===== src/rtl/mem_arbiter_pkg.sv =====
// Shared types and constants for the two-port memory arbiter.
// Imported by the arbiter top, its round-robin selector and the bench.
package mem_arbiter_pkg;

    typedef enum logic [1:0] {
        S_IDLE  = 2'd0,
        S_ISSUE = 2'd1,
        S_BUSY  = 2'd2,
        S_RESP  = 2'd3
    } state_t;

    localparam logic PORT_I = 1'b0;
    localparam logic PORT_D = 1'b1;

    localparam int MEM_ADDR_W = 20;
    localparam int LINE_W     = 128;

endpackage


===== src/rtl/rr_arbiter2.sv =====
// Two-way round-robin selector: combinational grant plus a registered
// pointer to the port granted last (reset favours the data port).
module rr_arbiter2
    import mem_arbiter_pkg::*;
(
    input  logic       clk,
    input  logic       reset,
    input  logic [1:0] req,
    input  logic       take,
    output logic       valid,
    output logic       grant
);

    logic last;

    always_comb begin
        valid = |req;
        unique case (req)
            2'b11:   grant = ~last;
            2'b01:   grant = PORT_I;
            default: grant = PORT_D;
        endcase
    end

    always_ff @(posedge clk or negedge reset) begin
        if (!reset) begin
            last <= PORT_I;
        end else if (take) begin
            last <= grant;
        end
    end

endmodule


===== src/rtl/mem_arbiter.sv =====
// Arbitrates an instruction and a data cache onto one line-wide memory,
// with flush/timeout abort and a sticky timeout error.
module mem_arbiter
    import mem_arbiter_pkg::*;
#(
    parameter int TIMEOUT_CYCLES = 15
) (
    input  logic                  clk,
    input  logic                  reset,
    input  logic                  i_req,
    input  logic                  i_we,
    input  logic [MEM_ADDR_W-1:0] i_addr,
    input  logic [LINE_W-1:0]     i_wdata,
    output logic                  i_ack,
    output logic [LINE_W-1:0]     i_rdata,
    input  logic                  d_req,
    input  logic                  d_we,
    input  logic [MEM_ADDR_W-1:0] d_addr,
    input  logic [LINE_W-1:0]     d_wdata,
    output logic                  d_ack,
    output logic [LINE_W-1:0]     d_rdata,
    output logic                  mem_requested,
    output logic                  mem_we,
    output logic [MEM_ADDR_W-1:0] mem_addr,
    output logic [LINE_W-1:0]     mem_wdata,
    output logic                  mem_reset_req,
    input  logic                  mem_ready,
    input  logic [LINE_W-1:0]     mem_rdata,
    input  logic                  loading,
    input  logic                  flush,
    output logic                  timeout_err
);

    localparam int CW = $clog2(TIMEOUT_CYCLES + 1);
    localparam logic [CW-1:0] CNT_MAX = CW'(TIMEOUT_CYCLES);

    state_t        state;
    logic          port_q;
    logic          we_q;
    logic          seen_low;
    logic [CW-1:0] cnt;
    logic [CW-1:0] cnt_inc;
    logic          gnt_valid;
    logic          gnt_port;
    logic          take;
    logic          done;
    logic          unused_i_we;

    // The instruction port is read-only; its write enable is ignored.
    assign unused_i_we = i_we;

    assign take    = (state == S_IDLE) && !loading && gnt_valid;
    assign cnt_inc = (cnt == CNT_MAX) ? cnt : cnt + CW'(1);
    assign done    = seen_low && mem_ready;

    rr_arbiter2 u_rr (
        .clk   (clk),
        .reset (reset),
        .req   ({d_req, i_req}),
        .take  (take),
        .valid (gnt_valid),
        .grant (gnt_port)
    );

    // Drops as soon as mem_ready returns so the memory never relaunches.
    assign mem_requested = (state == S_ISSUE) ||
                           (state == S_BUSY && !mem_ready);
    assign mem_we  = we_q && (state == S_ISSUE || state == S_BUSY);
    assign i_rdata = i_ack ? mem_rdata : '0;
    assign d_rdata = d_ack ? mem_rdata : '0;

    always_ff @(posedge clk or negedge reset) begin
        if (!reset) begin
            state         <= S_IDLE;
            port_q        <= PORT_D;
            we_q          <= 1'b0;
            seen_low      <= 1'b0;
            cnt           <= '0;
            mem_addr      <= '0;
            mem_wdata     <= '0;
            i_ack         <= 1'b0;
            d_ack         <= 1'b0;
            mem_reset_req <= 1'b0;
            timeout_err   <= 1'b0;
        end else begin
            i_ack         <= 1'b0;
            d_ack         <= 1'b0;
            mem_reset_req <= 1'b0;
            unique case (state)
                S_IDLE: begin
                    if (take) begin
                        state  <= S_ISSUE;
                        port_q <= gnt_port;
                        if (gnt_port == PORT_D) begin
                            we_q      <= d_we;
                            mem_addr  <= d_addr;
                            mem_wdata <= d_wdata;
                        end else begin
                            we_q      <= 1'b0;
                            mem_addr  <= i_addr;
                            mem_wdata <= i_wdata;
                        end
                    end
                end
                S_ISSUE: begin
                    cnt      <= '0;
                    seen_low <= 1'b0;
                    if (flush) begin
                        state         <= S_IDLE;
                        mem_reset_req <= 1'b1;
                    end else begin
                        state <= S_BUSY;
                    end
                end
                S_BUSY: begin
                    cnt <= cnt_inc;
                    if (!mem_ready) begin
                        seen_low <= 1'b1;
                    end
                    if (flush) begin
                        state         <= S_IDLE;
                        mem_reset_req <= 1'b1;
                    end else if (done) begin
                        state <= S_RESP;
                        i_ack <= (port_q == PORT_I);
                        d_ack <= (port_q == PORT_D);
                    end else if (cnt_inc == CNT_MAX) begin
                        state         <= S_IDLE;
                        mem_reset_req <= 1'b1;
                        timeout_err   <= 1'b1;
                    end
                end
                S_RESP: begin
                    state <= S_IDLE;
                end
                default: begin
                    state <= S_IDLE;
                end
            endcase
        end
    end

endmodule


===== config.mk =====
export PLATFORM = sky130hd
export DESIGN_NAME = mem_arbiter
export DESIGN_NICKNAME = d
export VERILOG_FILES = /design/src/rtl/mem_arbiter_pkg.sv /design/src/rtl/rr_arbiter2.sv /design/src/rtl/mem_arbiter.sv
export SDC_FILE = /design/constraint.sdc
export NUM_CORES = 1
export LEC_CHECK = 0
export CAP_MARGIN = 20
export CORE_AREA = 3 3 331 333
export CTS_BUF_LIST = sky130_fd_sc_hd__clkbuf_4 sky130_fd_sc_hd__clkbuf_8 sky130_fd_sc_hd__clkbuf_16
export DETAILED_ROUTE_END_ITERATION = 6
export DIE_AREA = 0 0 334 336
export PLACE_DENSITY = 0.4
export SYNTH_ARGS = -nofsm -noshare
export SYNTH_HDL_FRONTEND = slang
export SYNTH_SLANG_ARGS = --single-unit
export TNS_END_PERCENT = 1

===== constraint.sdc =====
create_clock -name clk -period 5.05 [get_ports clk]
set_input_delay 0.7575 -clock clk [delete_from_list [all_inputs] [get_ports clk]]
set_output_delay 0.7575 -clock clk [all_outputs]
set_load 0.02 [all_outputs]

==> results of run 1 <==
cell type report:
class,instances,area (sq um),share of cell area (%)
clock buffers,18,433,2.17
inverters,12,45.0,0.225
well taps,1403,1760,8.79
repair buffers,870,8720,43.7
clock inverters,14,163,0.814
flip-flops and latches,162,4060,20.3
multi-input cells,754,4760,23.8
diodes,15,37.5,0.188
path summary, 6_finish.rpt:
| check | to | startpoint | slack (ns) | cells past startpoint |
|---|---|---|---|---|
| worst min-delay path | mem_wdata[124]$_DFFE_PN0P_ | reset | 0.29 | 1 |
| max in group asynchronous | mem_wdata[21]$_DFFE_PN0P_ | reset | 3.85 | 2 |
| worst min register to register | mem_wdata[101]$_DFFE_PN0P_ | mem_wdata[101]$_DFFE_PN0P_ | 0.48 | 2 |
| worst max-delay path | i_rdata[85] | i_ack$_DFF_PN0_ | 1.53 | 3 |
| min in group clk | mem_wdata[101]$_DFFE_PN0P_ | mem_wdata[101]$_DFFE_PN0P_ | 0.48 | 2 |
| worst max register to register | u_rr.last$_DFFE_PN0P_ | state[1]$_DFFE_PN0P_ | 2.90 | 6 |
where the power goes:
part           leakage [nW]  internal (mW)  switching, mW
Sequential             2.02           1.88          0.349
Combinational          5.84           1.73           1.92
Clock                 0.286          0.712          0.665
metal layers:
metal / GRT usage (%) / vias up
li1: - / 4958
met1: 11.0 / 4691
met2: 20.9 / 541
met3: 3.18 / 103
met4: 4.01 / 12
met5: 0 / -
per-stage QoR:
step           area (sq um)  hold WS, ns
2_1_floorplan          9280        0.442
3_3_place_gp          19300        0.467
3_5_place_dp          19300        0.470
4_1_cts               19900        0.255
5_1_grt               20000        0.298
6_report              20000        0.287
synth_stat cells (all sizes together) (2+ instances only):
cell and number:
a21oi 6, buf 34, mux2 2, inv 12, nand3 6, a31oi 2
a22o 2, o21bai 2, and2 257, nand2 153, mux2i 149, o31ai 2
nor3 2, o21ai 156, ha 5, clkbuf 47, dfrtp 161, nor2 3
kinds of logic (layout without fill, tap and decap cells):
logic type | count (synthesis) | in the layout | share of synthesized area, %
other | 0 | 15 | 0
flip-flops | 162 | 162 | 43.7
multiplexers | 151 | 151 | 16.3
AND/OR/NAND/NOR | 424 | 424 | 24.3
adder cells (fa/ha/maj) | 5 | 5 | 0.674
XOR/XNOR | 1 | 1 | 0.0944
buffers and inverters | 93 | 914 | 5.20
AO/OA/AOI/OAI | 173 | 173 | 9.73
state kept, by name (all words and copies together), names as in the netlist:
| signal | cells |
|---|---|
| u_rr.last | 1 |
| we_q | 1 |
| seen_low | 1 |
| cnt | 4 |
| state | 2 |
| mem_wdata | 128 |
| d_ack | 1 |
| i_ack | 1 |
| port_q | 1 |
| mem_addr | 20 |
| mem_reset_req | 1 |
| timeout_err | 1 |
worst max-delay path, stage by stage, from the launching register on:
cell and delay (ns):
dfrtp_4 0.94, buf_4 0.41, and2_1 0.17, clkdlybuf4s50_1 0.66
==> flow_metrics.env, run 1 <==
export IMPL_ant_nets=0
export IMPL_grt_max_degree=100
export IMPL_critical_path_class="register to output port"
export IMPL_synth_top_area_cell="dfrtp_1"
export IMPL_cts_repair_resized=0
export IMPL_dr_pass1_iters=6
export IMPL_fin_setup_tns_ns=0
export IMPL_start_util_pct=8.68
export IMPL_core_area_sq_um=107000
export IMPL_synth_top_area_share_pct=43.4
export IMPL_postSynthCellCount=1009
export IMPL_min_period_ns=3.52
export IMPL_cp_start_kind="register"
export IMPL_critPathRequiredTime_ns=4.29
export IMPL_dieArea_sq_um=112000
export IMPL_dp_cells=3201
export IMPL_fmax_mhz=284
export IMPL_layout_common_cells="clkdlybuf4s50_1, and2_1, dfrtp_1"
export IMPL_worstMarginPinSlew_ns=0.921
export IMPL_synth_ff_type="dfrtp_1"
export IMPL_wl_mm=63.3
export IMPL_postSynthAreaPerCell_sq_um=9.20
export IMPL_synth_async_reset_ratio_pct=100
export IMPL_vias=10300
export IMPL_finalPower_mw=7.26
export IMPL_ios=843
export IMPL_relSlewSlack_pct=38.6
export IMPL_grt_pass1_vias=11100
export IMPL_path_clk_slew_ns=0.09
export IMPL_cts_tree="done"
export IMPL_htreeDepth=4
export IMPL_finalSetupViolations=0
export IMPL_cts_root_buffer="clkbuf_16"
export IMPL_ir_drop_mv=0.196
export IMPL_grt_pass1_wl_mm=85.4
export IMPL_clk_path_buf_depth=2
export IMPL_nNetsFinal=2255
export IMPL_area_growth_pct=115
export IMPL_fill_cells=11900
export IMPL_worstPathArrival_ns=2.76
export IMPL_yosysUniqueCellTypes=33
export IMPL_cts_setup_buffers=0
export IMPL_grt_use_total_pct=10.8
export IMPL_synth_seq_cells=162
export IMPL_fp_dieH_um=336
export IMPL_hold_class="input pin to asynchronous set/reset pin"
export IMPL_end_kind="output port"
export IMPL_antenna_found_initial=47
export IMPL_yosysWarningCount=0
export IMPL_insertion_delay_ns=0.48
export IMPL_total_leakage_power_nw=8.15
export IMPL_portBuffers=841
export IMPL_p_per_area_nw_per_um2=363
export IMPL_place_gp_congestion=0.840
export IMPL_vias_per_cell=3.17
export IMPL_drtIter0Drc=334
export IMPL_postLayoutCoreUtil_pct=18.7
export IMPL_drv_slew=0
export IMPL_synth_edf_count=0
export IMPL_synth_seq_area_share_pct=43.7
export IMPL_synth_area_leaders="dfrtp_1, and2_1, mux2i_1"
export IMPL_cp_max_fo=99
export IMPL_cts_sinks=162
export IMPL_wl_met2_mm=33.7
export IMPL_met3_length_mm=4.38
export IMPL_netlist_area_sq_um=9280
export IMPL_synth_nets=1447
export IMPL_final_common_cell="clkdlybuf4s50_1"
export IMPL_met1Wirelength_mm=22.4
export IMPL_dpl_worst_slack_ns=1.98
export IMPL_finalHoldViolations=0
export IMPL_worst_slack_ns=1.53
export IMPL_die_width_um=334
export IMPL_routedWlPerCell_um=19.5
export IMPL_stdcell_count=3248
export IMPL_clock_skew_ns=0.0316
export IMPL_rows=120
export IMPL_overflow=0
export IMPL_layout_drive_gt1_share_pct=3.88
export IMPL_postCtsHoldBufs=0
export IMPL_max_cap_violations=0
export IMPL_rsz0062_at_grt="no"
export IMPL_maxUsedRoutingLayer="met5"
export IMPL_dp_hpwl_mm=55.3
export IMPL_outcome="completed"
export IMPL_drcViolationCount=0
export IMPL_post_route_period_util_pct=69.7
export IMPL_numCtsBuffers=17
Note: power is estimated with default switching activity, not from simulation.
==> inputs of run 2 (changes only) <==
Settings changed: CORE_AREA 3 3 331 333 to 3 3 328 330, DIE_AREA 0 0 334 336 to 0 0 331 333, PLACE_DENSITY 0.4 to 0.41.
Clock period 5.05 ns to 2.87 ns, I/O delays scaled along.
==> run 2 against run 1 <==
Via count rose by 1.1%. Critical path depth did not move. Combinational power rose by 81%. Power rose by 79%. Global-route usage rose by 0.41 points. First-iteration DRC count fell by 3.3%. Critical endpoint is now d_rdata[17]. Largest cell class unchanged. Largest power group unchanged.
==> flow_metrics.env, run 2 (synthesized netlist as in run 1, its figures left out) <==
export IMPL_regMostFlops="mem_wdata"
export IMPL_critical_path_reg2reg_startpoint="cnt[0]$_DFFE_PN0N_"
export IMPL_p_per_area_nw_per_um2=646
export IMPL_rows=119
export IMPL_finalHoldViolations=0
export IMPL_overflow=0
export IMPL_ff2ff_path_depth=5
export IMPL_worstPathArrival_ns=2.29
export IMPL_path_cells="buf_4 -> and2_1 -> clkdlybuf4s50_1"
export IMPL_finalSetupViolations=0
export IMPL_critical_path_class="register to output port"
export IMPL_max_cap_violations=0
export IMPL_ant_nets=0
export IMPL_p_seq_share_pct=30.4
export IMPL_nNetsFinal=2270
export IMPL_largest_reg_flops=128
export IMPL_htreeDepth=4
export IMPL_relSlewSlack_pct=55.4
export IMPL_r2r_slack_ns=0.90
export IMPL_dp_hpwl_mm=55.8
export IMPL_final_common_cell="clkdlybuf4s50_1"
export IMPL_min_period_ns=2.72
export IMPL_path_delay_family="buffers and inverters"
export IMPL_grt_pass1_wl_mm=86.5
export IMPL_cp_max_fo=40
export IMPL_top_regs="mem_wdata (128), mem_addr (20), cnt (4)"
export IMPL_fin_setup_tns_ns=0
export IMPL_cp_start_kind="register"
export IMPL_layout_common_cells="clkdlybuf4s50_1, and2_1, dfrtp_1"
export IMPL_critPathRequiredTime_ns=2.44
export IMPL_start_util_pct=8.83
export IMPL_area_growth_pct=116
export IMPL_grt_max_degree=90
export IMPL_postLayoutCoreUtil_pct=19.1
export IMPL_drv_slew=0
export IMPL_portBuffers=841
export IMPL_place_gp_congestion=0.834
export IMPL_end_kind="output port"
export IMPL_core_area_sq_um=105000
export IMPL_r2r_end="state[1]$_DFFE_PN0P_"
export IMPL_clock_skew_ns=0.0229
export IMPL_crit_end="d_rdata[17]"
export IMPL_fp_dieH_um=333
export IMPL_cpPeakStageDelay_ns=0.72
export IMPL_numCtsBuffers=17
export IMPL_switching_power_mw=5.33
export IMPL_cp_depth=3
export IMPL_vias=10400
export IMPL_ios=843
export IMPL_total_leakage_power_nw=8.24
export IMPL_cts_sinks=162
export IMPL_drcViolationCount=0
export IMPL_swShare_pct=41.1
export IMPL_startpoint="d_ack$_DFF_PN0_"
export IMPL_vias_per_cell=3.21
export IMPL_cts_root_buffer="clkbuf_16"
export IMPL_hold_class="input pin to asynchronous set/reset pin"
export IMPL_comb_power_share_pct=50.8
export IMPL_drtIter0Drc=323
export IMPL_path_clk_slew_ns=0.08
export IMPL_die_width_um=331
export IMPL_grt_pass1_vias=10900
export IMPL_outcome="completed"
export IMPL_ir_drop_mv=0.385
export IMPL_insertion_delay_ns=0.48
export IMPL_dieArea_sq_um=110000
export IMPL_worst_path_buf_inv=2
export IMPL_cts_tree="done"
export IMPL_wl_mm=64.3
export IMPL_grt_use_total_pct=11.3
export IMPL_dr_pass1_iters=5
export IMPL_pwr_share_clk_pct=18.7
export IMPL_rsz0062_at_grt="no"
export IMPL_p_int_mw=7.64
export IMPL_fmax_mhz=368
export IMPL_finalPower_mw=13.0
export IMPL_worstMarginPinSlew_ns=0.667
export IMPL_slowest_stage="dfrtp_4"
export IMPL_clk_path_buf_depth=2
export IMPL_antenna_found_initial=32
export IMPL_routedWlPerCell_um=19.8
export IMPL_post_route_period_util_pct=94.7
export IMPL_layout_drive_gt1_share_pct=4.66
## run 2: how the worst min path moves through the flow
stage	depth (start not counted)	start	slack (ns)	to
5_1_grt	2	reset	0.42	mem_wdata[102]$_DFFE_PN0P_
3_5_place_dp	1	reset	0.39	mem_wdata[108]$_DFFE_PN0P_
3_3_place_gp	1	reset	0.38	mem_wdata[108]$_DFFE_PN0P_
4_1_cts	2	reset	0.40	mem_wdata[102]$_DFFE_PN0P_
6_report	2	reset	0.44	mem_wdata[102]$_DFFE_PN0P_
2_1_floorplan	0	reset	0.13	cnt[0]$_DFFE_PN0N_
## run 2: cell type report
class	count	area, sq um
Inverter	12	45.0
Antenna cell	8	20.0
Sequential cell	162	4060
Clock buffer	19	447
Timing Repair Buffer	885	8870
Fill cell	11700	85000
Multi-Input combinational cell	754	4760
Clock inverter	13	141
Tap cell	1391	1740
## run 2: power by group through the flow
stage | registers (mW) | logic (mW) | clock network, mW
CTS | 3.97 | 6.75 | 2.59
global route | 4.09 | 7.13 | 2.66
global placement | 3.95 | 6.75 | 0
detailed placement | 3.97 | 6.74 | 0
finish | 3.95 | 6.60 | 2.43
floorplan | 5.09 | 1.75 | 0
## run 2: timing repair
item,CTS,global route
hold endpoints to repair,33,0
setup buffers,1,0
gates resized for setup,0,2
hold buffers,1,0
setup endpoints to repair,61,2
pin swaps,0,0
## run 2: metal layers
| metal | track usage, % | vias up | share of wire [%] |
|---|---|---|---|
| li1 | - | 4979 | - |
| met1 | 11.4 | 4841 | 35 |
| met2 | 21.4 | 518 | 56 |
| met3 | 3.20 | 78 | 7.8 |
| met4 | 4.34 | 4 | 1.7 |
| met5 | 0 | - | 0.036 |
## run 2: per-stage QoR
stage          std cells  hold WS (ns)  instance area (sq um)  setup slack [ns]
3_5_place_dp        3202         0.387                  19400             0.441
3_3_place_gp        3202         0.381                  19400             0.447
2_1_floorplan       1009         0.135                   9280              1.13
6_report            3244         0.439                  20100             0.151
4_1_cts             3236         0.400                  20100            0.0269
5_1_grt             3243         0.422                  20100          0.000654
==> inputs of run 3 (changes only) <==
Settings changed: CORE_AREA 3 3 328 330 to 3 3 330 332, DIE_AREA 0 0 331 333 to 0 0 333 335, DONT_BUFFER_PORTS from default to 1, PLACE_DENSITY 0.41 to 0.3.
==> run 3 against run 2 <==
The flow now finishes with violations (negative hold slack). Core utilization decreased by 8.3 points. Clock-buffer cell count decreased by 1. Clock skew decreased by 0.010 ns.
==> flow_metrics.env, run 3 (synthesized netlist as in run 1, its figures left out) <==
export IMPL_dpl_worst_slack_ns=0.756
export IMPL_wl_mm=53.5
export IMPL_area_growth_pct=23.7
export IMPL_switching_power_mw=4.42
export IMPL_regMostFlops="mem_wdata"
export IMPL_layout_common_cells="and2_1, dfrtp_1, nand2_1"
export IMPL_comb_power_share_pct=20.0
export IMPL_startpoint="d_ack$_DFF_PN0_"
export IMPL_vias_per_cell=3.09
export IMPL_place_gp_congestion=0.775
export IMPL_met3_length_mm=4.31
export IMPL_clk_path_buf_depth=2
export IMPL_cts_root_buffer="clkbuf_16"
export IMPL_fin_setup_tns_ns=0
export IMPL_critical_path_class="register to output port"
export IMPL_whs_ns=-0.353
export IMPL_critPathRequiredTime_ns=2.44
export IMPL_outcome="complete, but fails checks"
export IMPL_hold_class="input pin to asynchronous set/reset pin"
export IMPL_wl_met2_mm=27.4
export IMPL_cpPeakStageDelay_ns=0.87
export IMPL_grt_pass1_wl_mm=67.0
export IMPL_total_leakage_power_nw=4.97
export IMPL_max_cap_violations=0
export IMPL_relSlewSlack_pct=30.5
export IMPL_numCtsBuffers=17
export IMPL_dp_cells=2342
export IMPL_path_clk_slew_ns=0.08
export IMPL_maxUsedRoutingLayer="met5"
export IMPL_vias=7390
export IMPL_insertion_delay_ns=0.47
export IMPL_finalPower_mw=10.1
export IMPL_drv_slew=0
export IMPL_portBuffers=0
export IMPL_worstPathArrival_ns=2.20
export IMPL_clock_skew_ns=0.0128
export IMPL_cts_setup_buffers=0
export IMPL_cts_tree="done"
export IMPL_worstMarginPinSlew_ns=1.04
export IMPL_grt_use_total_pct=9.06
export IMPL_drcViolationCount=0
export IMPL_finalSetupViolations=0
export IMPL_largest_reg_flops=128
export IMPL_path_cells="buf_4 -> and2_1"
export IMPL_core_area_sq_um=107000
export IMPL_rows=120
export IMPL_critical_path_reg2reg_startpoint="state[0]$_DFFE_PN0P_"
export IMPL_p_seq_share_pct=54.1
export IMPL_nNetsFinal=1397
export IMPL_rsz0062_at_grt="no"
export IMPL_end_kind="output port"
export IMPL_htreeDepth=4
export IMPL_worst_slack_ns=0.236
export IMPL_pwr_share_clk_pct=25.8
export IMPL_met1Wirelength_mm=20.0
export IMPL_routedWlPerCell_um=22.3
export IMPL_layout_drive_gt1_share_pct=5.35
export IMPL_drtIter0Drc=345
export IMPL_die_width_um=333
export IMPL_p_per_area_nw_per_um2=877
export IMPL_violations="negative hold slack"
export IMPL_p_int_mw=5.66
export IMPL_grt_max_degree=163
export IMPL_finalHoldViolations=162
export IMPL_swShare_pct=43.9
export IMPL_fp_dieH_um=335
export IMPL_postCtsHoldBufs=1
export IMPL_overflow=0
export IMPL_antenna_found_initial=60
export IMPL_start_util_pct=8.71
export IMPL_final_common_cell="and2_1"
export IMPL_post_route_period_util_pct=91.8
export IMPL_ios=843
export IMPL_dp_hpwl_mm=46.4
export IMPL_stdcell_count=2393
export IMPL_ir_drop_mv=0.422
export IMPL_fmax_mhz=380
export IMPL_dieArea_sq_um=112000
export IMPL_grt_pass1_vias=6984
export IMPL_cp_max_fo=101
export IMPL_ant_nets=0
export IMPL_slowest_stage="dfrtp_4"
export IMPL_dr_pass1_iters=5
export IMPL_cts_sinks=162
export IMPL_top_regs="mem_wdata (128), mem_addr (20), cnt (4)"
export IMPL_min_period_ns=2.63
export IMPL_cp_start_kind="register"
run 3: cell types whose count changed in the layout (fill, tap and decap cells not counted), moves of 2 or more:
cell	before	now
clkdlybuf4s50_1	839	0
inv_6	2	5
diode_2	8	18
buf_12	9	6
inv_8	5	3
clkinvlp_4	2	0
buf_4	34	5
bufinv_16	1	4
run 3: cell type report:
cell class              instances  area (sq um)
repair buffers                 12           168
clock inverters                14           215
fillers                     12300         95100
clock buffers                  18           433
multi-input cells             754          4760
diodes                         18          45.0
well taps                    1403          1760
flip-flops and latches        162          4060
inverters                      12          45.0
run 3: per-stage QoR:
| stage | hold slack [ns] | cell area (sq um) | util (%) |
|---|---|---|---|
| 2_1_floorplan | 0.135 | 9280 | - |
| 3_3_place_gp | 0.140 | 10800 | 10.1 |
| 3_5_place_dp | 0.140 | 10800 | 10.1 |
| 4_1_cts | -0.437 | 11400 | 10.7 |
| 5_1_grt | -0.415 | 11500 | 10.7 |
| 6_report | -0.353 | 11500 | 10.8 |
run 3: path summary, 6_finish.rpt:
path / end / slack [ns] / cells after the start
max: d_rdata[114] / 0.24 / 2
min: mem_wdata[88]$_DFFE_PN0P_ / -0.35 / 0
max reg2reg: state[1]$_DFFE_PN0P_ / 0.86 / 6
min reg2reg: port_q$_DFFE_PN1P_ / 0.49 / 2
max in group asynchronous: mem_addr[9]$_DFFE_PN0P_ / 2.95 / 0
min in group clk: we_q$_DFFE_PN0P_ / 0.10 / 2
run 3: power by group through the flow:
stage	sequential, mW	combinational (mW)	clock [mW]
floorplan	5.09	1.75	0
global placement	5.59	2.03	0
detailed placement	5.54	2.10	0
CTS	5.52	2.07	2.78
global route	5.60	2.37	2.83
finish	5.46	2.02	2.60
run 3: critical path, delay by kind of cell (launching register included):
family,cells,cell delay [ns]
buffers and inverters,1,0.39
flip-flops,1,0.87
AND/OR/NAND/NOR,1,0.34
run 3: metal layers:
metal / vias to the layer above / GRT usage (%)
li1: 3245 / -
met1: 3449 / 9.65
met2: 567 / 16.3
met3: 117 / 3.61
met4: 12 / 2.90
met5: - / 0
run 3: repair_timing:
item,CTS,global route
resized for setup,0,0
hold endpoints to repair,163,162
endpoints found under the setup margin,0,0
